$ cat src/rtl/vehicle_control_pkg.sv
// Shared types and code constants for the vehicle body-control block.
// Optional feature macro used by the top: VEHICLE_CTRL_REV_INTERLOCK_EN.
package vehicle_control_pkg;

  typedef enum logic [1:0] {
    LOCK    = 2'b00,
    PARKING = 2'b01,
    REVERSE = 2'b10,
    FORWARD = 2'b11
  } gear_e;

  typedef enum logic [1:0] {
    NO_TURN    = 2'b00,
    LEFT_TURN  = 2'b01,
    RIGHT_TURN = 2'b11
  } turn_e;

  localparam logic [1:0] LeverNeutral = 2'b00;
  localparam logic [1:0] LeverLeft    = 2'b01;
  localparam logic [1:0] LeverRight   = 2'b10;

  localparam logic [1:0] GearReqPark    = 2'b00;
  localparam logic [1:0] GearReqReverse = 2'b01;
  localparam logic [1:0] GearReqHold    = 2'b10;
  localparam logic [1:0] GearReqForward = 2'b11;

endpackage

$ cat src/rtl/turn_signal_fsm.sv
// Turn-indicator state machine: lever edge detector plus NO_TURN/LEFT/RIGHT state register.
module turn_signal_fsm
  import vehicle_control_pkg::*;
(
  input  logic       clk_i,
  input  logic       rst_i,
  input  logic [1:0] lever_i,
  input  logic       turn_enable_i,
  output logic [1:0] turn_state_o
);

  turn_e      state_q, state_d;
  logic [1:0] prev_q;
  logic       left_evt, right_evt;

  // prev_q tracks the lever every cycle so a held lever yields a single event.
  always_ff @(posedge clk_i) begin
    if (rst_i) begin
      state_q <= NO_TURN;
      prev_q  <= LeverNeutral;
    end else begin
      state_q <= state_d;
      prev_q  <= lever_i;
    end
  end

  always_comb begin
    left_evt  = (lever_i == LeverLeft) && (lever_i != prev_q);
    right_evt = (lever_i == LeverRight) && (lever_i != prev_q);
  end

  always_comb begin
    state_d = state_q;
    if (!turn_enable_i) begin
      state_d = NO_TURN;
    end else if (right_evt) begin
      state_d = (state_q == LEFT_TURN) ? NO_TURN : RIGHT_TURN;
    end else if (left_evt) begin
      state_d = (state_q == RIGHT_TURN) ? NO_TURN : LEFT_TURN;
    end
  end

  assign turn_state_o = state_q;

endmodule

$ cat src/rtl/vehicle_control.sv
// Vehicle body control: ignition-gated gear FSM plus turn-indicator sub-FSM.
// Macro VEHICLE_CTRL_REV_INTERLOCK_EN blocks direct FORWARD<->REVERSE requests.
module vehicle_control
  import vehicle_control_pkg::*;
(
  input  logic       clock,
  input  logic       reset,
  input  logic       _switch,
  input  logic [1:0] _turnShift,
  input  logic [1:0] _gearShift,
  output logic [1:0] _turnState,
  output logic [1:0] _gearState
);

  gear_e gear_q, gear_d;
  logic  turn_enable;

  always_ff @(posedge clock) begin
    if (reset) begin
      gear_q <= LOCK;
    end else begin
      gear_q <= gear_d;
    end
  end

  always_comb begin
    gear_d = gear_q;
    if (!_switch) begin
      gear_d = LOCK;
    end else if (gear_q == LOCK) begin
      gear_d = PARKING;
    end else begin
      unique case (_gearShift)
        GearReqPark:    gear_d = PARKING;
        GearReqReverse: begin
`ifdef VEHICLE_CTRL_REV_INTERLOCK_EN
          if (gear_q != FORWARD) gear_d = REVERSE;
`else
          gear_d = REVERSE;
`endif
        end
        GearReqForward: begin
`ifdef VEHICLE_CTRL_REV_INTERLOCK_EN
          if (gear_q != REVERSE) gear_d = FORWARD;
`else
          gear_d = FORWARD;
`endif
        end
        GearReqHold:    gear_d = gear_q;
        default:        gear_d = gear_q;
      endcase
    end
  end

  // Turn logic follows the gear being entered, so a shift into PARKING clears it the same edge.
  always_comb begin
    turn_enable = (gear_d == REVERSE) || (gear_d == FORWARD);
    _gearState  = gear_q;
  end

  turn_signal_fsm u_turn_signal_fsm (
    .clk_i         (clock),
    .rst_i         (reset),
    .lever_i       (_turnShift),
    .turn_enable_i (turn_enable),
    .turn_state_o  (_turnState)
  );

endmodule

$ cat config.mk
export PLATFORM = sky130hd
export DESIGN_NAME = vehicle_control
export DESIGN_NICKNAME = d
export VERILOG_FILES = /design/src/rtl/vehicle_control_pkg.sv /design/src/rtl/turn_signal_fsm.sv /design/src/rtl/vehicle_control.sv
export SDC_FILE = /design/constraint.sdc
export NUM_CORES = 1
export LEC_CHECK = 0
export CAP_MARGIN = 20
export CORE_AREA = 2 2 39 41
export DETAILED_ROUTE_END_ITERATION = 8
export DIE_AREA = 0 0 41 43
export PLACE_DENSITY = 0.61
export RECOVER_POWER = 25
export SYNTH_ARGS = -nofsm -noshare
export SYNTH_HDL_FRONTEND = slang
export SYNTH_HIERARCHICAL = 1
export SYNTH_SLANG_ARGS = --single-unit
$ cat constraint.sdc
create_clock -name clock -period 0.9 [get_ports clock]
set_input_delay 0.09 -clock clock [delete_from_list [all_inputs] [get_ports clock]]
set_output_delay 0.09 -clock clock [all_outputs]
set_load 0.01 [all_outputs]
==> results.json, run 1 <==
{
  "dieArea_um2": 1760,
  "crit_path_cell_trace": "o21ai_1 -> nand2_1 -> and2_1 -> nand2b_1 -> nand2b_4 -> a21oi_2",
  "drc": 0,
  "min-delay-start": "_turnShift[0]",
  "min_to": "u_turn_signal_fsm/prev_q[0]",
  "syn_area_um2": 322,
  "outcome": "finished, violations left",
  "synthTopCellsByCount": "dfxtp_1 (6), nand2b_1 (5), nand2_1 (4), nor2b_1 (4)",
  "post-place-ws_ns": -0.379,
  "grt_usage_pct": 10.7,
  "synth_edf_count": 0,
  "drive_above_1_share_pct": 52.7,
  "wire_per_inst_um": 9.97,
  "ir_drop_mv": 0.781,
  "cap_violations": 0,
  "cts_tree": "built",
  "ff2ff_setup_slack_ns": -0.07,
  "cts.sinks": 6,
  "final_cells": 71,
  "cts_buffers": 3,
  "reg2reg_to": "u_turn_signal_fsm/turn_state_o[1]",
  "multiInputGateArea_um2": 234,
  "clk_pin_slew_worst_paths_ns": 0.05,
  "cts_buffer_depth": 2,
  "regArea_um2": 125,
  "firstDrtPassIters": 2,
  "synthArstFlopShare_pct": 0,
  "grt_pass1_vias": 318,
  "skew_ns": 0.00427,
  "cp_max_fo": 3,
  "worst_slew_margin_rel_pct": 86.0,
  "routed_wl_um": 708,
  "initial_core_util_pct": 23.2,
  "hpwlAfterDp_um": 512,
  "cts_root_buf": "clkbuf_4",
  "cp-end-kind": "register",
  "die_y_um": 43,
  "fp.coreArea_um2": 1380,
  "yosysWarnings": 6,
  "yosysSeqAreaShare_pct": 37.4,
  "crit_required_ns": 1.03,
  "p_leak_nw": 0.231,
  "cp.arrival_ns": 1.10,
  "syn-num-nets": 42,
  "clock_latency_ns": 0.25,
  "grt_pass1_wl_mm": 1.24,
  "timing.rr.start": "_gearState[1]",
  "viasPerCell": 4.45,
  "setup_slack_ns": -0.0700,
  "ys_seq_elements": 6,
  "dp.cells": 68,
  "hold_buffers": 0,
  "overflow": 0,
  "yosys-top-cells-area": "dfxtp_1 (37%), nand2b_1 (9.7%), nor4b_2 (9.3%)",
  "portBuffers": 10,
  "final_util_pct": 39.1,
  "nets": 64,
  "crit_type": "reg -> reg",
  "grt_max_degree": 5,
  "nFillCells": 144,
  "die_w_um": 41,
  "crit_buf_inv": 0,
  "vias": 316,
  "syn_avg_cell_area_um2": 9.19,
  "crit_slowest_cell": "dfxtp_2",
  "synth.most_common_cell": "dfxtp_1",
  "synth_top_cell_area_share_pct": 37.4,
  "ioPinCount": 11,
  "synth_area_leader_cell": "dfxtp_1",
  "area.growth.synth_to_final_pct": 68.1,
  "cpLargestDelayFamily": "simple AND/OR/NAND/NOR gates",
  "fin_crit_sh_pct": 108,
  "hold_viol": 0,
  "syn_inst": 35,
  "slowest_delay_ns": 0.33,
  "min_period_ns": 0.970,
  "min_path_type": "in -> reg",
  "antenna_found_initial": 0,
  "first_iter_violations": 2,
  "power-per-cell-area_nw_per_um2": 1200,
  "h-tree-depth": 1,
  "rsz0062_at_grt": "true",
  "worst_pin_slew_ns": 0.209,
  "ys_types": 18,
  "drv_slew": 0,
  "synthFlopType": "dfxtp_1",
  "rr_worst_depth": 6,
  "fp-row-count": 14,
  "max_freq_ghz": 1.03,
  "violations": "setup timing",
  "critical_path.startpoint_type": "register",
  "gp_congestion": 0.631,
  "cts_setup_buffers": 0,
  "holdPathStages": 2,
  "finalSetupViolCount": 4,
  "n_antenna_cell": 0,
  "detail-route-antenna-nets": 0
}
[cell families after synthesis]
| kind of cell | count (synthesis) | synth area share (%) |
|---|---|---|
| flip-flops | 6 | 37.4 |
| buffers and inverters | 1 | 1.17 |
| AND/OR/NAND/NOR | 22 | 48.2 |
| AO/OA/AOI/OAI | 6 | 13.2 |
[repair_timing]
action / 4_1_cts / 5_1_grt
pin swaps: 1 / 1
resized for setup: 15 / 11
setup endpoints to repair: 7 / 7
[registers in the layout, indices dropped and copies added, names as in the netlist]
name and flops:
_gearState 2, u_turn_signal_fsm/turn_state_o 2, u_turn_signal_fsm/prev_q 2
[stage by stage]
stage                     TNS, ns  hold WS (ns)  area (µm²)  total power (W)
final                      -0.195         0.305         541         0.000646
after floorplan           -0.0503         0.154         324         0.000328
after global routing       -0.388         0.305         541         0.000698
after global placement      -1.21         0.577         497         0.000389
after CTS                  -0.276         0.310         536         0.000652
after detailed placement    -1.31         0.578         497         0.000391
[report_power, final]
| part | internal, W | switching, W | total (W) |
|---|---|---|---|
| clock network | 0.000151 | 0.000104 | 0.000256 |
| logic | 0.0000659 | 0.0000387 | 0.000105 |
| registers | 0.000277 | 0.00000829 | 0.000286 |
[final cells by class]
class	instances	share of cell area [%]
clock buffers	3	4.17
flip-flops and latches	6	23.1
well taps	16	3.70
inverters	1	0.694
repair buffers	17	25.0
multi-input cells	28	43.3
[metal layers]
layer,vias to the layer above,GRT usage [%],wire length [µm]
met5,-,0,0
met4,0,2.00,0
met3,0,7.85,36
met2,11,17.2,374
met1,141,10.9,296
li1,164,-,-
[how the worst max path moves through the flow]
| stage | start | end | slack, ns | depth (start not counted) |
|---|---|---|---|---|
| floorplan | _gearState[1] | u_turn_signal_fsm/turn_state_o[1] | -0.03 | 6 |
| global placement | _gearShift[0] | u_turn_signal_fsm/turn_state_o[1] | -0.35 | 7 |
| detailed placement | _gearShift[0] | u_turn_signal_fsm/turn_state_o[1] | -0.38 | 7 |
| CTS | _gearState[1] | u_turn_signal_fsm/turn_state_o[1] | -0.07 | 6 |
| global route | _gearState[0] | u_turn_signal_fsm/turn_state_o[1] | -0.13 | 6 |
| finish | _gearState[1] | u_turn_signal_fsm/turn_state_o[1] | -0.07 | 6 |
[cell usage in the layout (no fill, tap or decap), drive strengths merged]
master / n
inv: 1
nand2b: 6
and2: 1
o221ai: 1
nand2: 4
nand4bb: 1
and3b: 1
clkbuf: 5
clkdlybuf4s15: 1
nor2: 1
a21oi: 1
clkdlybuf4s50: 3
nor3: 2
o21ai: 2
nor4b: 2
nor2b: 4
buf: 8
a21bo: 1
dfxtp: 6
dlygate4sd2: 3
a2bb2oi: 1
No activity file was read; power rests on OpenSTA's default activity.
==> inputs of run 2 (changes only) <==
--- a/config.mk
+++ b/config.mk
@@ -9,8 +9,10 @@
 export CORE_AREA = 2 2 39 41
 export DETAILED_ROUTE_END_ITERATION = 8
 export DIE_AREA = 0 0 41 43
-export PLACE_DENSITY = 0.61
+export DONT_BUFFER_PORTS = 1
+export PLACE_DENSITY = 0.5
 export RECOVER_POWER = 25
+export SLEW_MARGIN = 20
 export SYNTH_ARGS = -nofsm -noshare
 export SYNTH_HDL_FRONTEND = slang
 export SYNTH_HIERARCHICAL = 1
==> run 2 against run 1 <==
  * The run still ends with setup timing left
  * Combinational power decreased by 18%
  * Non-clock buffer count decreased by 5
  * Clock skew increased by 0.0029 ns
  * Critical path depth unchanged
  * Clock-buffer cell count unchanged
  * Global-route usage unchanged
  * Wire length increased by 1.6%
  * Worst hold slack got worse by 0.30 ns
  * Largest cell class unchanged
==> results.json, run 2 (same netlist as run 1, synthesis figures left out) <==
{
  "outcome": "finished, violations left",
  "hold_viol": 0,
  "crit_start": "_gearState[1]",
  "slowest_delay_ns": 0.33,
  "ir_drop_mv": 0.795,
  "ioPinCount": 11,
  "cts_tree": "built",
  "grt_max_degree": 6,
  "cp.arrival_ns": 1.12,
  "fp.coreArea_um2": 1380,
  "min-delay-start": "_switch",
  "grt_pass1_wl_mm": 1.15,
  "final_cells": 66,
  "crit_type": "reg -> reg",
  "wire_per_inst_um": 10.9,
  "firstDrtPassIters": 4,
  "power-per-cell-area_nw_per_um2": 1190,
  "fin_crit_sh_pct": 106,
  "cp-end-kind": "register",
  "cts.sinks": 6,
  "nFillCells": 138,
  "min_path_type": "in -> reg",
  "cts_buffer_depth": 2,
  "initial_core_util_pct": 23.2,
  "critPathMostFrequentCell": "nand2b_4",
  "intPower_w": 0.000487,
  "skew_ns": 0.00712,
  "cp_max_fo": 2,
  "gp_congestion": 0.624,
  "crit_slowest_cell": "dfxtp_2",
  "vias": 306,
  "regArea_um2": 126,
  "worst_slew_margin_rel_pct": 87.0,
  "detail-route-antenna-nets": 0,
  "crit_path_cell_trace": "o21ai_2 -> nand2_2 -> and2_4 -> nand2b_4 -> nand2b_4 -> a21oi_2",
  "final_common_cell": "buf_4",
  "post-place-ws_ns": -0.0612,
  "crit_required_ns": 1.07,
  "clock_latency_ns": 0.25,
  "finalSetupViolCount": 5,
  "clkPwrFrac_pct": 40.3,
  "drv_slew": 0,
  "dieArea_um2": 1760,
  "cts_root_buf": "clkbuf_4",
  "final_cell_mix": "buf_4 (8), dfxtp_2 (5)",
  "netSwitchingPower_w": 0.000140,
  "cts_buffers": 3,
  "n_antenna_cell": 0,
  "cap_violations": 0,
  "grt_usage_pct": 10.7,
  "antenna_found_initial": 0,
  "reg2reg_to": "u_turn_signal_fsm/turn_state_o[1]",
  "worst_pin_slew_ns": 0.194,
  "h-tree-depth": 1,
  "crit_path_end": "u_turn_signal_fsm/turn_state_o[1]",
  "p_sw_share_pct": 22.3,
  "rr_worst_depth": 6,
  "pwr-share-comb_pct": 13.8,
  "clk_pin_slew_worst_paths_ns": 0.05,
  "fp-row-count": 14,
  "max_freq_ghz": 1.05,
  "nets": 59,
  "overflow": 0,
  "finalPower_w": 0.000627,
  "min_period_ns": 0.951,
  "hpwlAfterDp_um": 468,
  "setup_slack_ns": -0.0508,
  "viasPerCell": 4.64,
  "seqPwrFrac_pct": 45.9,
  "critical_path.startpoint_type": "register",
  "drive_above_1_share_pct": 64.0,
  "die_w_um": 41,
  "grt_pass1_vias": 283,
  "area.growth.synth_to_final_pct": 63.8,
  "p_leak_nw": 0.214,
  "portBuffers": 0,
  "timing.rr.start": "_gearState[1]",
  "final_util_pct": 38.1,
  "dp.cells": 59,
  "drc": 0,
  "ff2ff_setup_slack_ns": -0.05,
  "holdPathStages": 1,
  "first_iter_violations": 2,
  "violations": "setup timing",
  "rsz0062_at_grt": "true",
  "routed_wl_um": 719,
  "die_y_um": 43,
  "multiInputGateArea_um2": 253
}
-- run 2: cell count changes in the layout (fill, tap and decap cells not counted), moves of 2 or more --
cell,change
clkbuf_2,-2
clkdlybuf4s50_1,-3
dlygate4sd2_1,-3
dlygate4sd3_1,+3
-- run 2: power groups by stage --
stage	clock [W]	combinational, W	sequential, W
after floorplan	0	0.0000386	0.000289
after global placement	0	0.0000561	0.000288
after detailed placement	0	0.0000567	0.000288
after CTS	0.000268	0.0000763	0.000287
after global routing	0.000286	0.0000939	0.000290
final	0.000253	0.0000863	0.000288
-- run 2: final cells by class --
class                      instances  share of cell area, %
clock buffer                       3                   4.28
inverter                           1                  0.713
multi-input combinational         28                   48.0
sequential                         6                   24.0
tap                               16                   3.80
timing repair buffer              12                   19.2
-- run 2: critical path: cells and delay by family (launching register included) --
family          cells  cell delay, ns
compound gates      2            0.14
flops               1            0.33
simple gates        4            0.40
-- run 2: worst min-delay path by stage --
| stage | slack, ns | end |
|---|---|---|
| after floorplan | 0.15 | _gearState[0] |
| after global placement | 0.16 | _gearState[0] |
| after detailed placement | 0.16 | _gearState[0] |
| after CTS | 0.004 | _gearState[1] |
| after global routing | 0.006 | _gearState[0] |
| final | 0.01 | _gearState[1] |
-- run 2: per-layer routing --
layer / vias to the layer above / global-route usage (%) / wire length [µm]
met5: - / 0 / 0
met4: 0 / 14.0 / 40
met3: 4 / 5.76 / 52
met2: 11 / 12.5 / 336
met1: 139 / 11.3 / 289
li1: 152 / - / -
-- run 2: timing repair --
action                                  in CTS  in global routing
hold buffers                                 3                  0
endpoints found under the hold margin        3                  0
setup buffers                                1                  0
gates resized for setup                      8                  9
pin swaps                                    1                  5
endpoints found under the setup margin       5                  5
-- run 2: metrics by stage --
stage	setup TNS (ns)	area, µm²	hold slack, ns
2_1_floorplan	-0.0503	324	0.154
3_3_place_gp	-0.136	404	0.158
3_5_place_dp	-0.130	404	0.157
4_1_cts	-0.246	488	0.00415
5_1_grt	-0.375	527	0.00649
6_report	-0.113	527	0.00967
==> inputs of run 3 (changes only) <==
--- a/config.mk
+++ b/config.mk
@@ -5,11 +5,12 @@
 export SDC_FILE = /design/constraint.sdc
 export NUM_CORES = 1
 export LEC_CHECK = 0
-export CAP_MARGIN = 20
+export CAP_MARGIN = 30
 export CORE_AREA = 2 2 39 41
 export DETAILED_ROUTE_END_ITERATION = 8
 export DIE_AREA = 0 0 41 43
 export DONT_BUFFER_PORTS = 1
+export GPL_ROUTABILITY_DRIVEN = 0
 export PLACE_DENSITY = 0.5
 export RECOVER_POWER = 25
 export SLEW_MARGIN = 20
==> results of run 3 <==
Final layout, timing and power as in run 2 (identical DEF).
